File: src/rtl/syn_fifo_arb_pkg.sv
// syn_fifo_arb_pkg: shared types and constants for the FIFO write-port arbiter
package syn_fifo_arb_pkg;

    typedef enum logic {
        IDLE  = 1'b0,
        BURST = 1'b1
    } arb_state_t;

    localparam int FULL_STALL_LIMIT = 4;

    function automatic int clog2(input int v);
        int r = 0;
        while ((1 << r) < v) r++;
        return (r < 1) ? 1 : r;
    endfunction

endpackage

File: src/rtl/syn_fifo_wr_arbiter_rr_picker.sv
// rr_picker: combinational round-robin pick of the first set request at or above start
module rr_picker
    import syn_fifo_arb_pkg::*;
#(
    parameter int NUM_REQ = 4
) (
    input  logic [NUM_REQ-1:0]        req,
    input  logic [clog2(NUM_REQ)-1:0] start,
    output logic [NUM_REQ-1:0]        pick,
    output logic                      valid
);

    localparam int IW = clog2(NUM_REQ);

    logic [IW:0]   sum;
    logic [IW-1:0] idx;

    // walk from start upward, wrapping at NUM_REQ, and keep the first hit
    always_comb begin
        pick = '0;
        sum  = '0;
        idx  = '0;
        for (int i = 0; i < NUM_REQ; i++) begin
            sum = {1'b0, start} + (IW+1)'(i);
            idx = IW'((sum >= (IW+1)'(NUM_REQ)) ? sum - (IW+1)'(NUM_REQ) : sum);
            if (pick == '0 && req[idx]) pick[idx] = 1'b1;
        end
    end

    assign valid = |req;

endmodule

File: src/rtl/syn_fifo_wr_arbiter.sv
// syn_fifo_wr_arbiter: burst-based round-robin sharing of the FIFO write port
module syn_fifo_wr_arbiter
    import syn_fifo_arb_pkg::*;
#(
    parameter int NUM_REQ    = 4,
    parameter int DATA_WIDTH = 18,
    parameter int MAX_BURST  = 8
) (
    input  logic                          rst_n_i,
    input  logic                          clk_wr_i,
    input  logic [NUM_REQ-1:0]            req_valid_i,
    input  logic [NUM_REQ*DATA_WIDTH-1:0] req_data_i,
    output logic [NUM_REQ-1:0]            req_ready_o,
    input  logic                          fifo_full_i,
    output logic                          fifo_wr_o,
    output logic [DATA_WIDTH-1:0]         fifo_data_o,
    output logic [NUM_REQ-1:0]            grant_o,
    output logic                          busy_o,
    output logic [15:0]                   word_cnt_o
);

    localparam int IW = clog2(NUM_REQ);
    localparam int BW = $clog2(MAX_BURST + 1);
    localparam int SW = clog2(FULL_STALL_LIMIT);

    arb_state_t         state;
    logic [NUM_REQ-1:0] grant;
    logic [NUM_REQ-1:0] pick;
    logic               pick_valid;
    logic [IW-1:0]      rr_ptr;
    logic [IW-1:0]      owner;
    logic [IW-1:0]      next_ptr;
    logic [BW-1:0]      burst_cnt;
    logic [SW-1:0]      stall_cnt;
    logic [15:0]        word_cnt;
    logic               accept;
    logic               owner_valid;
    logic               last_word;
    logic               stall_out;
    logic               leave;

    rr_picker #(.NUM_REQ(NUM_REQ)) u_picker (
        .req   (req_valid_i),
        .start (rr_ptr),
        .pick  (pick),
        .valid (pick_valid)
    );

    // owner index and data mux; grant is zero outside BURST so data is zero there
    always_comb begin
        owner       = '0;
        fifo_data_o = '0;
        for (int k = 0; k < NUM_REQ; k++) begin
            if (grant[k]) begin
                owner       = IW'(k);
                fifo_data_o = req_data_i[k*DATA_WIDTH +: DATA_WIDTH];
            end
        end
    end

    assign req_ready_o = grant & {NUM_REQ{~fifo_full_i}};
    assign accept      = |(req_valid_i & req_ready_o);
    assign fifo_wr_o   = accept;
    assign owner_valid = |(req_valid_i & grant);
    assign last_word   = accept && (burst_cnt == BW'(MAX_BURST - 1));
    assign stall_out   = fifo_full_i && (stall_cnt == SW'(FULL_STALL_LIMIT - 1));
    assign leave       = last_word || !owner_valid || stall_out;
    assign next_ptr    = (owner == IW'(NUM_REQ - 1)) ? '0 : owner + 1'b1;
    assign grant_o     = grant;
    assign busy_o      = (state == BURST);
    assign word_cnt_o  = word_cnt;

    // arbitration FSM: grant from IDLE, release on burst end, owner drop or blocked FIFO
    always_ff @(posedge clk_wr_i or negedge rst_n_i) begin
        if (!rst_n_i) begin
            state     <= IDLE;
            grant     <= '0;
            rr_ptr    <= '0;
            burst_cnt <= '0;
            stall_cnt <= '0;
        end else if (state == IDLE) begin
            if (pick_valid && !fifo_full_i) begin
                state     <= BURST;
                grant     <= pick;
                burst_cnt <= '0;
                stall_cnt <= '0;
            end
        end else if (leave) begin
            state  <= IDLE;
            grant  <= '0;
            rr_ptr <= next_ptr;
        end else begin
            burst_cnt <= burst_cnt + BW'(accept);
            stall_cnt <= fifo_full_i ? stall_cnt + 1'b1 : '0;
        end
    end

    // running count of words written into the FIFO
    always_ff @(posedge clk_wr_i or negedge rst_n_i) begin
        if (!rst_n_i) word_cnt <= '0;
        else if (fifo_wr_o) word_cnt <= word_cnt + 1'b1;
    end

endmodule

File: config.mk
export PLATFORM = sky130hd
export DESIGN_NAME = syn_fifo_wr_arbiter
export DESIGN_NICKNAME = d
export VERILOG_FILES = /design/src/rtl/syn_fifo_arb_pkg.sv /design/src/rtl/syn_fifo_wr_arbiter_rr_picker.sv /design/src/rtl/syn_fifo_wr_arbiter.sv
export SDC_FILE = /design/constraint.sdc
export NUM_CORES = 1
export LEC_CHECK = 0
export CAP_MARGIN = 20
export CORE_AREA = 2 2 75 77
export CTS_BUF_LIST = sky130_fd_sc_hd__clkbuf_8
export CTS_CLUSTER_DIAMETER = 100
export DETAILED_ROUTE_END_ITERATION = 8
export DIE_AREA = 0 0 77 79
export HOLD_SLACK_MARGIN = 0.06
export PLACE_DENSITY = 0.88
export SKIP_LAST_GASP = 1
export SYNTH_ARGS = -nofsm -noshare
export SYNTH_HDL_FRONTEND = slang
export SYNTH_SLANG_ARGS = --single-unit
export TNS_END_PERCENT = 5
File: constraint.sdc
create_clock -name clk_wr_i -period 6.2 [get_ports clk_wr_i]
set_input_delay 1.24 -clock clk_wr_i [delete_from_list [all_inputs] [get_ports clk_wr_i]]
set_output_delay 1.24 -clock clk_wr_i [all_outputs]
set_load 0.05 [all_outputs]
[Yosys cells after proc, flatten, opt, wreduce, memory -nomap -nowiden]
Cells that the tools add are included.
Word-level totals
  register bits after elaboration: 29
  input bits: 79
  output and inout bits: 44
  logic and storage cells: 110
Operators by class
  add/sub/neg operators: 11
  $lt $le $gt $ge: 12
  equality and inequality tests: 5
  mux-type cells: 45
  bitwise logic cells: 7
  reduce and logical (&&, ||, !) cells: 24
Operators by type and width (count)
  two-way mux 18 bit: 4
  two-way mux 4 bit: 10
  two-way mux 2 bit: 11
  adder 16 x 1 -> 16 bit, second input constant: 1
  bitwise AND 4 bit: 3
  logical NOT 4 bit: 3
  < comparator 2 x 3 -> 1 bit, second input constant: 4
  two-way mux 1 bit: 12
  bitwise OR 4 bit: 3
  OR reduction 4 bit: 3
  logical AND 1 bit: 10
  >= comparator 3 bit, second input constant: 3
  binary-select mux 1 bit (select 2 bit): 4
  demux 1 bit (select 2 bit): 4
  >= comparator 2 x 1 -> 1 bit, second input constant: 4
  subtractor 2 x 1 -> 2 bit, second input constant: 4
  adder 2 x 2 -> 3 bit, second input constant: 2
  AND reduction 2 bit: 3
  adder 2 x 1 -> 2 bit, second input constant: 2
  adder 4 x 1 -> 4 bit: 1
  == test 2 bit, second input constant: 2
  == test 4 x 3 -> 1 bit, second input constant: 1
  adder 2 x 1 -> 3 bit, second input constant: 1
  >= comparator 2 x 3 -> 1 bit, second input constant: 1
  other kinds (6): 8

[Longest topological paths before layout]
Gate-level depths: netlist (run 1).
  word-level depth: 18
  gate-level depth with buffers: 9
  gate-level depth less buffers: 8

[By module]
Synthesis (run 1) repeated with hierarchy kept, for this count alone.
Second synthesis, totals
  cells, all modules: 275
  area total of the unflattened synthesis: 2406.1 um^2
By module, submodules not included
  syn_fifo_wr_arbiter: times used 1, cells an instance 222, area each 1919.3 um^2, sequential area each 725.7 um^2
  rr_picker: times used 1, cells an instance 53, area each 486.7 um^2, sequential area each 0.0 um^2

[Worst setup path before layout (run 1)]
OpenSTA, ideal clock, no wires.
  path type: register -> output
  start: reg grant[0] (netlist: grant_o[0])
  end: out fifo_data_o[14]
  data arrival time: 2.696 ns
  required time: 4.960 ns
  setup slack: 2.264 ns
  cell stages (with the launch flop): 8
  path buffers: 2
  path through: dfrtp_1 -> nor2b_1 -> clkbuf_1 -> clkbuf_1 -> a22oi_1 -> nor2_1 -> a21oi_1 -> o21ai_0
On the way
  cells in the longest elaborated chain, start to end: 4
Ends and longest elaborated chain
  start: declaration: RTL line syn_fifo_wr_arbiter.sv:27  | logic [NUM_REQ-1:0] grant;
  start signal: assignment: RTL line syn_fifo_wr_arbiter.sv:84  | grant <= pick;
  two-way mux 18 bit (4 in series): RTL line syn_fifo_wr_arbiter.sv:54  | if (grant[k]) begin
  end: declaration: RTL line syn_fifo_wr_arbiter.sv:16  | output logic [DATA_WIDTH-1:0] fifo_data_o,
Every way passes these cells.

[Worst setup path after layout (run 1)]
  start: in req_valid_i[2]
  end: out fifo_wr_o
On the way
  cells in the longest elaborated chain, start to end: 2
Ends and longest elaborated chain
  start: declaration: RTL line syn_fifo_wr_arbiter.sv:11  | input logic [NUM_REQ-1:0] req_valid_i,
  bitwise AND 4 bit: RTL line syn_fifo_wr_arbiter.sv:62  | assign accept = |(req_valid_i & req_ready_o);
  OR reduction 4 bit: RTL line syn_fifo_wr_arbiter.sv:62
  end: declaration: RTL line syn_fifo_wr_arbiter.sv:15  | output logic fifo_wr_o,
Every way passes these cells.

==> results of run 1 <==
metrics by stage:
stage	utilization, %	instances	area (um2)
final	67.72	462	3615
after global routing	67.72	462	3615
after CTS	67.72	462	3615
after detailed placement	66.10	455	3528
after global placement	66.10	455	3528
after floorplan	-	274	2276
report_power, final:
| group | switching [mW] | leakage [nW] | internal, mW |
|---|---|---|---|
| registers | 0.0955 | 0.384 | 0.236 |
| logic | 0.754 | 1.01 | 0.449 |
| clock network | 0.0720 | 0.0485 | 0.0862 |
| total | 0.922 | 1.44 | 0.771 |
final cells by class:
type | instances | share of cell area [%]
Clock buffer | 6 | 2.285
Clock inverter | 1 | 0.1038
Inverter | 7 | 0.7269
Multi-Input combinational cell | 221 | 39.70
Sequential cell | 29 | 20.08
Tap cell | 72 | 2.492
Timing Repair Buffer | 126 | 34.61
kinds of logic (layout without fill, tap and decap cells):
kind of cell | after synthesis | after routing
compound gates | 84 | 84
xor+xnor | 17 | 17
mux | 4 | 4
fa+ha+maj | 12 | 12
flops | 29 | 29
simple gates | 104 | 104
buf+inv | 24 | 140
critical path: stages:
cell             delay [ns]
clkdlybuf4s50_1        0.59
a22oi_1                0.14
and2_1                 0.23
nor2_1                 0.39
clkdlybuf4s50_1        0.90
state kept, by name (all words and copies together), names as in the netlist:
register,flops
burst_cnt,4
busy_o,1
grant_o,4
rr_ptr,2
stall_cnt,2
word_cnt_o,16
metal layers:
metal	vias to the layer above	GRT usage, %	wire length [um]
met2	109	41.05	3508
met3	16	5.682	536
met1	1152	26.68	2850
met5	-	0	0
li1	1230	-	-
met4	0	7.679	162
cell usage in the layout, fill, tap and decap left out, drive strengths merged, types with 3 or more instances in the layout:
cell / Yosys / layout
inv: 7 / 8
nor3: 3 / 3
xor2: 6 / 6
nand2: 38 / 38
nor2b: 6 / 6
buf: 2 / 4
ha: 12 / 12
a22oi: 21 / 21
xnor2: 11 / 11
a21oi: 20 / 20
a31oi: 3 / 3
clkdlybuf4s50: 0 / 122
nand4: 8 / 8
nor2: 28 / 28
dfrtp: 29 / 29
o21ai: 22 / 22
nand3: 10 / 10
mux4: 3 / 3
clkbuf: 15 / 6
worst paths after layout:
check                                           startpoint                    endpoint  slack (ns)  cells after the start
worst min register to register  word_cnt_o[15]$_DFFE_PN0N_  word_cnt_o[15]$_DFFE_PN0N_        0.48                      1
worst max register to register       rr_ptr[0]$_DFFE_PN0P_      grant_o[3]$_DFFE_PN0P_        3.48                      8
worst min-delay path            word_cnt_o[15]$_DFFE_PN0N_  word_cnt_o[15]$_DFFE_PN0N_        0.48                      1
worst max-delay path                        req_valid_i[2]                   fifo_wr_o        1.46                      5
max in group asynchronous                          rst_n_i    stall_cnt[1]$_DFFE_PN0P_        4.60                      2
min in group asynchronous                          rst_n_i  word_cnt_o[11]$_DFFE_PN0N_        1.34                      2
==> impl_metrics.env, run 1 <==
export IMPL_gr_total_overflow=0
export IMPL_p_leak_nw=1.441
export IMPL_worst_setup_path_type="input port to output pin"
export IMPL_drt_pass1_iterations=4
export IMPL_status="finished clean"
export IMPL_hold_buffers=0
export IMPL_setup_viol=0
export IMPL_layout_filler_cells=434
export IMPL_clkTransAtPathRegs_ns=0.06
export IMPL_cts_buffers=5
export IMPL_yosys_warnings=0
export IMPL_yosysUniqueCellTypes=50
export IMPL_ys_seq_area_share_pct=31.89
export IMPL_drv_slew=0
export IMPL_skew_ns=0.006383
export IMPL_antenna_found_initial=0
export IMPL_yosysMostFrequentCell="nand2_1"
export IMPL_cap_violations=0
export IMPL_avgSynthCellArea_um2=8.306
export IMPL_final_setup_tns_ns=0
export IMPL_clock_sinks=29
export IMPL_synth_seq_cells=29
export IMPL_seq_area_um2=725.7
export IMPL_ir_drop_mv=0.3385
export IMPL_synth_mux_area_fraction_pct=3.628
export IMPL_cts_tree="done"
export IMPL_htreeDepth=2
export IMPL_synth_top_area_cell="dfrtp_1"
export IMPL_routed_via_density=5.426
export IMPL_hold_ws_ns=0.4775
export IMPL_chipWidth_um=77
export IMPL_crit_required_ns=4.96
export IMPL_ioPinCount=123
export IMPL_clk_latency_ns=0.28
export IMPL_power_total_mw=1.693
export IMPL_slew_headroom_pct=43.53
export IMPL_syn_to_final_growth_pct=58.82
export IMPL_rsz0062_at_grt="false"
export IMPL_n_antenna_cell=0
export IMPL_ctsResizeCount=0
export IMPL_min_delay_path_class="register to register"
export IMPL_cts_setup_buffers=0
export IMPL_synth_fa_ha_area_share_pct=6.597
export IMPL_route_detailed_drc=0
export IMPL_syn_area_mm2=0.002276
export IMPL_port_buffers=122
export IMPL_ant_nets=0
export IMPL_place_congestion=0.8883
export IMPL_synth_compound_area_share_pct=24.85
export IMPL_min_period_over_period_pct=76.48
export IMPL_cts_root_buf="clkbuf_8"
export IMPL_fin_nets=481
export IMPL_synth_edf_count=0
export IMPL_worstSetupEndpointType="output pin"
export IMPL_die_area_mm2=0.006083
export IMPL_setup_slack_ns=1.458
export IMPL_routedWlPerCell_um=15.28
export IMPL_grt_util_all_layers_pct=22.83
export IMPL_p_per_area_mw_per_mm2=468.4
export IMPL_routed_wl_mm=7.058
export IMPL_syn_nets=365
export IMPL_core_mm2=0.005338
export IMPL_grt_pass1_wl_mm=11.22
export IMPL_worst_slew_pin_slew_ns=0.8470
export IMPL_fmax_ghz=0.2109
export IMPL_multi_input_area_mm2=0.001435
export IMPL_crit_arrival_ns=3.50
export IMPL_post_synth_most_frequent_cells="nand2_1, dfrtp_1, nor2_1"
export IMPL_grt_max_degree=43
export IMPL_dr_total_vias=2507
export IMPL_synth_top_area_share_pct=31.89
export IMPL_synth_xor_area_share_pct=6.542
export IMPL_async_flop_share_pct=100.0
export IMPL_clk_path_buf_depth=2
export IMPL_fin_crit_ns=4.742
export IMPL_drt_iter0_markers=178
export IMPL_cp_max_fo=7
export IMPL_hold_viol_final=0
export IMPL_pre_cts_ws_ns=1.479
export IMPL_drive_above_1_share_pct=5.385
export IMPL_initial_utilization_pct=42.64
export IMPL_start_kind="input port"
export IMPL_synthFlopType="dfrtp_1"
export IMPL_dp_final_hpwl_mm=5.454
export IMPL_die_h_um=79
export IMPL_grt_pass1_vias=2358
export IMPL_synthSimpleGateAreaFrac_pct=21.44
export IMPL_synth_top_family_by_area="compound AO/OA/AOI/OAI gates"
export IMPL_synth_cells=274
export IMPL_row_count=27
export IMPL_synthTopCellsByArea="dfrtp_1, a22oi_1, ha_1"
Power figures use the tool's default switching activity.
==> run 2, diff against run 1 <==
--- a/config.mk
+++ b/config.mk
@@ -6,13 +6,13 @@
 export NUM_CORES = 1
 export LEC_CHECK = 0
 export CAP_MARGIN = 20
-export CORE_AREA = 2 2 75 77
+export CORE_AREA = 2 2 82 84
 export CTS_BUF_LIST = sky130_fd_sc_hd__clkbuf_8
 export CTS_CLUSTER_DIAMETER = 100
 export DETAILED_ROUTE_END_ITERATION = 8
-export DIE_AREA = 0 0 77 79
+export DIE_AREA = 0 0 84 86
 export HOLD_SLACK_MARGIN = 0.06
-export PLACE_DENSITY = 0.88
+export PLACE_DENSITY = 0.78
 export SKIP_LAST_GASP = 1
 export SYNTH_ARGS = -nofsm -noshare
 export SYNTH_HDL_FRONTEND = slang
==> constraint.sdc (replaced) <==
create_clock -name clk_wr_i -period 4.2 [get_ports clk_wr_i]
set_input_delay 0.84 -clock clk_wr_i [delete_from_list [all_inputs] [get_ports clk_wr_i]]
set_output_delay 0.84 -clock clk_wr_i [all_outputs]
set_load 0.05 [all_outputs]
==> run 2 against run 1 <==
Compared with the run above: worst setup slack got worse by 0.74 ns; combinational power up 51%; sequential share of layout area decreased by 0.19 points; critical path depth down 2; routed wire length grew 2.9%; utilization is 9.6 points lower; global-route usage is 3.5 points lower; largest cell class unchanged; highest routed layer unchanged.
==> impl_metrics.env, run 2 (same netlist as run 1, synthesis figures left out) <==
export IMPL_status="finished clean"
export IMPL_fin_util_pct=58.12
export IMPL_cp_max_fo=14
export IMPL_grt_max_degree=39
export IMPL_dp_final_hpwl_mm=5.639
export IMPL_cts_setup_buffers=0
export IMPL_min_period_over_period_pct=82.80
export IMPL_cts_buffers=5
export IMPL_n_antenna_cell=0
export IMPL_crit_arrival_ns=2.64
export IMPL_drt_pass1_iterations=4
export IMPL_top_layer="met4"
export IMPL_routed_wl_met3_um=187
export IMPL_row_count=29
export IMPL_wl_met2_mm=4.029
export IMPL_r2r_end="grant_o[3]$_DFFE_PN0P_"
export IMPL_hold_depth=1
export IMPL_min_delay_path_class="register to register"
export IMPL_routed_wl_mm=7.260
export IMPL_routed_via_density=5.285
export IMPL_rsz0062_at_grt="false"
export IMPL_dr_total_vias=2484
export IMPL_placed_cells=462
export IMPL_hold_ws_ns=0.4677
export IMPL_core_mm2=0.006277
export IMPL_worstSetupEndpointType="output pin"
export IMPL_fmax_ghz=0.2876
export IMPL_ff2ff_path_depth=8
export IMPL_skew_ns=0.006121
export IMPL_hold_buffers=0
export IMPL_worst_setup_path_type="input port to output pin"
export IMPL_min_delay_start="word_cnt_o[15]$_DFFE_PN0N_"
export IMPL_route_detailed_drc=0
export IMPL_ioPinCount=123
export IMPL_final_setup_tns_ns=0
export IMPL_holdPathEnd="word_cnt_o[15]$_DFFE_PN0N_"
export IMPL_cts_tree="done"
export IMPL_gr_total_overflow=0
export IMPL_final_area_mm2=0.003649
export IMPL_fin_nets=483
export IMPL_setup_viol=0
export IMPL_r2r_start="rr_ptr[0]$_DFFE_PN0P_"
export IMPL_die_area_mm2=0.007224
export IMPL_clk_latency_ns=0.28
export IMPL_drt_iter0_markers=120
export IMPL_fin_crit_ns=3.478
export IMPL_antenna_found_initial=0
export IMPL_slew_headroom_pct=58.18
export IMPL_clock_sinks=29
export IMPL_drive_above_1_share_pct=6.616
export IMPL_wl_met1_mm=2.953
export IMPL_ant_nets=0
export IMPL_ctsResizeCount=0
export IMPL_syn_to_final_growth_pct=60.31
export IMPL_place_congestion=0.8412
export IMPL_start_kind="input port"
export IMPL_port_buffers=122
export IMPL_hold_viol_final=0
export IMPL_cts_root_buf="clkbuf_8"
export IMPL_die_h_um=86
export IMPL_setup_slack_ns=0.7224
export IMPL_clk_path_buf_depth=2
export IMPL_pre_cts_ws_ns=0.7262
export IMPL_cap_violations=0
export IMPL_p_leak_nw=1.459
export IMPL_layout_common_cells="clkdlybuf4s50_1, nand2_1, dfrtp_1"
export IMPL_p_per_area_mw_per_mm2=690.8
export IMPL_routedWlPerCell_um=15.45
export IMPL_worst_slew_pin_slew_ns=0.6253
export IMPL_grt_pass1_wl_mm=11.43
export IMPL_drv_slew=0
export IMPL_dpl_cell_area_mm2=0.003547
export IMPL_crit_required_ns=3.36
export IMPL_layout_commonest_cell="clkdlybuf4s50_1"
export IMPL_chipWidth_um=84
export IMPL_clkTransAtPathRegs_ns=0.06
export IMPL_ir_drop_mv=0.3918
export IMPL_grt_util_all_layers_pct=19.31
export IMPL_grt_pass1_vias=2279
export IMPL_fin_cells=470
export IMPL_htreeDepth=2
export IMPL_r2r_slack_ns=1.57
export IMPL_largest_register_ffs=16
export IMPL_power_total_mw=2.521
export IMPL_initial_utilization_pct=36.26
-- run 2: where the power goes --
| part | switching (mW) | internal [mW] | total, mW |
|---|---|---|---|
| combinational | 1.14 | 0.669 | 1.81 |
| clock | 0.102 | 0.148 | 0.250 |
| sequential | 0.112 | 0.350 | 0.462 |
-- run 2: how the worst max path moves through the flow --
stage	startpoint	to	slack, ns	cells past startpoint
finish	fifo_full_i	req_ready_o[2]	0.72	3
CTS	fifo_full_i	req_ready_o[2]	0.71	3
floorplan	grant_o[0]$_DFFE_PN0P_	fifo_data_o[14]	0.66	7
global placement	fifo_full_i	req_ready_o[3]	0.74	3
global route	grant_o[0]$_DFFE_PN0P_	fifo_data_o[1]	0.54	7
detailed placement	fifo_full_i	req_ready_o[2]	0.73	3
-- run 2: routing by layer --
metal  track usage (%)  vias to the layer above
met4             5.279                        0
met3             2.887                        8
met1             24.66                     1199
li1                  -                     1230
met2             34.18                       47
met5                 0                        -
-- run 2: area by class of cell --
type	count	area, um2
repair buffers	128	1264
flip-flops and latches	29	725.7
fillers	545	2629
multi-input cells	221	1435
well taps	77	96.34
inverters	7	26.28
clock inverters	1	5.005
clock buffers	7	96.34
-- run 2: critical path, cell delays in order --
cell and delay [ns]:
clkdlybuf4s50_1 0.72, nor2b_1 0.24, clkdlybuf4s50_1 0.82
==> run 3, diff against run 2 <==
--- a/config.mk
+++ b/config.mk
@@ -6,13 +6,13 @@
 export NUM_CORES = 1
 export LEC_CHECK = 0
 export CAP_MARGIN = 20
-export CORE_AREA = 2 2 82 84
+export CORE_AREA = 2 2 78 80
 export CTS_BUF_LIST = sky130_fd_sc_hd__clkbuf_8
 export CTS_CLUSTER_DIAMETER = 100
 export DETAILED_ROUTE_END_ITERATION = 8
-export DIE_AREA = 0 0 84 86
+export DIE_AREA = 0 0 80 82
 export HOLD_SLACK_MARGIN = 0.06
-export PLACE_DENSITY = 0.78
+export PLACE_DENSITY = 0.82
 export SKIP_LAST_GASP = 1
 export SYNTH_ARGS = -nofsm -noshare
 export SYNTH_HDL_FRONTEND = slang
==> constraint.sdc (replaced) <==
create_clock -name clk_wr_i -period 3.4 [get_ports clk_wr_i]
set_input_delay 0.68 -clock clk_wr_i [delete_from_list [all_inputs] [get_ports clk_wr_i]]
set_output_delay 0.68 -clock clk_wr_i [all_outputs]
set_load 0.05 [all_outputs]
==> run 3 against run 2 <==
Compared with the run above: total power up 37%; via count rose by 3.3%; clock power up 5%; cell area is 5.2% higher; sequential share of layout area fell by 0.98 points; critical path depth unchanged.
==> impl_metrics.env, run 3 (same netlist as run 1, synthesis figures left out) <==
export IMPL_fin_crit_ns=2.789
export IMPL_ioPinCount=123
export IMPL_hold_depth=1
export IMPL_drt_iter0_markers=195
export IMPL_layout_common_cells="clkdlybuf4s50_1, nand2_1, dfrtp_1"
export IMPL_crit_buf_inv=2
export IMPL_dp_final_hpwl_mm=6.073
export IMPL_grt_util_met2_pct=38.92
export IMPL_die_area_mm2=0.006560
export IMPL_dpl_cell_area_mm2=0.003757
export IMPL_drive_above_1_share_pct=11.36
export IMPL_cts_buffers=5
export IMPL_crit_required_ns=2.72
export IMPL_grt_max_degree=30
export IMPL_die_h_um=82
export IMPL_cp_slowest_cell="clkdlybuf4s50_1"
export IMPL_cts_setup_buffers=0
export IMPL_routedWlPerCell_um=16.52
export IMPL_min_period_over_period_pct=82.02
export IMPL_path_delay_family="buffers and inverters"
export IMPL_clk_path_buf_depth=2
export IMPL_ctsResizeCount=0
export IMPL_chipWidth_um=80
export IMPL_cp_common_cell="clkdlybuf4s50_1"
export IMPL_start_kind="input port"
export IMPL_ff2ff_path_depth=8
export IMPL_r2r_end="grant_o[2]$_DFFE_PN0P_"
export IMPL_cap_violations=0
export IMPL_setup_slack_ns=0.6113
export IMPL_hold_buffers=0
export IMPL_core_mm2=0.005746
export IMPL_cts_tree="done"
export IMPL_path_cells="clkdlybuf4s50_1 -> nor2b_1 -> clkdlybuf4s50_1"
export IMPL_cp_max_fo=4
export IMPL_cp_depth=3
export IMPL_fmax_ghz=0.3586
export IMPL_antenna_found_initial=0
export IMPL_fin_nets=486
export IMPL_grt_util_all_layers_pct=23.05
export IMPL_route_detailed_drc=0
export IMPL_setup_viol=0
export IMPL_critPathMaxStageDelay_ns=0.82
export IMPL_grt_pass1_wl_mm=11.79
export IMPL_routed_via_density=5.450
export IMPL_busiest_layer="met2"
export IMPL_cts_root_buf="clkbuf_8"
export IMPL_skew_ns=0.004394
export IMPL_place_congestion=0.9283
export IMPL_layout_filler_cells=494
export IMPL_row_count=28
export IMPL_p_leak_nw=1.571
export IMPL_htreeDepth=2
export IMPL_clock_sinks=29
export IMPL_gr_total_overflow=0
export IMPL_min_delay_path_class="register to register"
export IMPL_hold_viol_final=0
export IMPL_layout_commonest_cell="clkdlybuf4s50_1"
export IMPL_final_area_mm2=0.003837
export IMPL_grt_use_met3_pct=4.725
export IMPL_pre_cts_ws_ns=0.5474
export IMPL_drv_slew=0
export IMPL_syn_to_final_growth_pct=68.61
export IMPL_grt_pass1_vias=2376
export IMPL_clk_latency_ns=0.28
export IMPL_r2r_start="rr_ptr[0]$_DFFE_PN0P_"
export IMPL_min_delay_start="word_cnt_o[15]$_DFFE_PN0N_"
export IMPL_port_buffers=122
export IMPL_final_setup_tns_ns=0
export IMPL_met1_usage_pct=29.60
export IMPL_worst_slew_pin_slew_ns=0.6478
export IMPL_dr_total_vias=2567
export IMPL_power_total_mw=3.460
export IMPL_routed_wl_mm=7.780
export IMPL_drt_pass1_iterations=5
export IMPL_largest_register_ffs=16
export IMPL_n_antenna_cell=0
export IMPL_initial_utilization_pct=39.61
export IMPL_clkTransAtPathRegs_ns=0.06
export IMPL_ant_nets=0
export IMPL_status="finished clean"
export IMPL_slew_headroom_pct=56.70
export IMPL_worstSetupEndpointType="output pin"
export IMPL_rsz0062_at_grt="false"
export IMPL_crit_arrival_ns=2.11
export IMPL_p_per_area_mw_per_mm2=901.6
export IMPL_ir_drop_mv=0.4953
export IMPL_r2r_slack_ns=0.74
export IMPL_worst_setup_path_type="input port to output pin"
export IMPL_holdPathEnd="word_cnt_o[15]$_DFFE_PN0N_"
==> run 3: report_power, final <==
part	leakage [nW]	internal (mW)	switching, mW
sequential	0.384	0.432	0.147
clock	0.0519	0.136	0.127
combinational	1.13	1.10	1.51
==> run 3: final cells by class <==
cell class | count | area (um2) | area share, %
clock inverters | 3 | 11.26 | 0.2934
inverters | 7 | 26.28 | 0.6847
clock buffers | 5 | 68.82 | 1.793
repair buffers | 131 | 1476 | 38.47
multi-input cells | 221 | 1435 | 37.40
flip-flops and latches | 29 | 725.7 | 18.91
well taps | 75 | 93.84 | 2.445
==> run 3: worst max-delay path by stage <==
stage	endpoint	slack (ns)	start
3_5_place_dp	grant_o[2]$_DFFE_PN0P_	0.55	fifo_full_i
4_1_cts	req_ready_o[2]	0.60	fifo_full_i
3_3_place_gp	grant_o[2]$_DFFE_PN0P_	0.63	fifo_full_i
2_1_floorplan	fifo_data_o[14]	0.02	grant_o[0]$_DFFE_PN0P_
5_1_grt	grant_o[2]$_DFFE_PN0P_	0.54	rr_ptr[0]$_DFFE_PN0P_
6_report	req_ready_o[2]	0.61	fifo_full_i
==> run 3: metal layers <==
| layer | up-vias | part of all wire [%] |
|---|---|---|
| met5 | - | 0 |
| met4 | 0 | 2.4 |
| met3 | 24 | 4.5 |
| met2 | 83 | 54 |
| met1 | 1225 | 39 |
| li1 | 1235 | - |
==> run 3: through the flow <==
step | utilization, % | hold slack [ns] | cells
floorplan | - | 0.3844 | 274
global route | 66.79 | 0.5226 | 471
CTS | 66.79 | 0.4845 | 471
global placement | 65.40 | 0.4633 | 463
detailed placement | 65.40 | 0.4726 | 463
finish | 66.79 | 0.4726 | 471
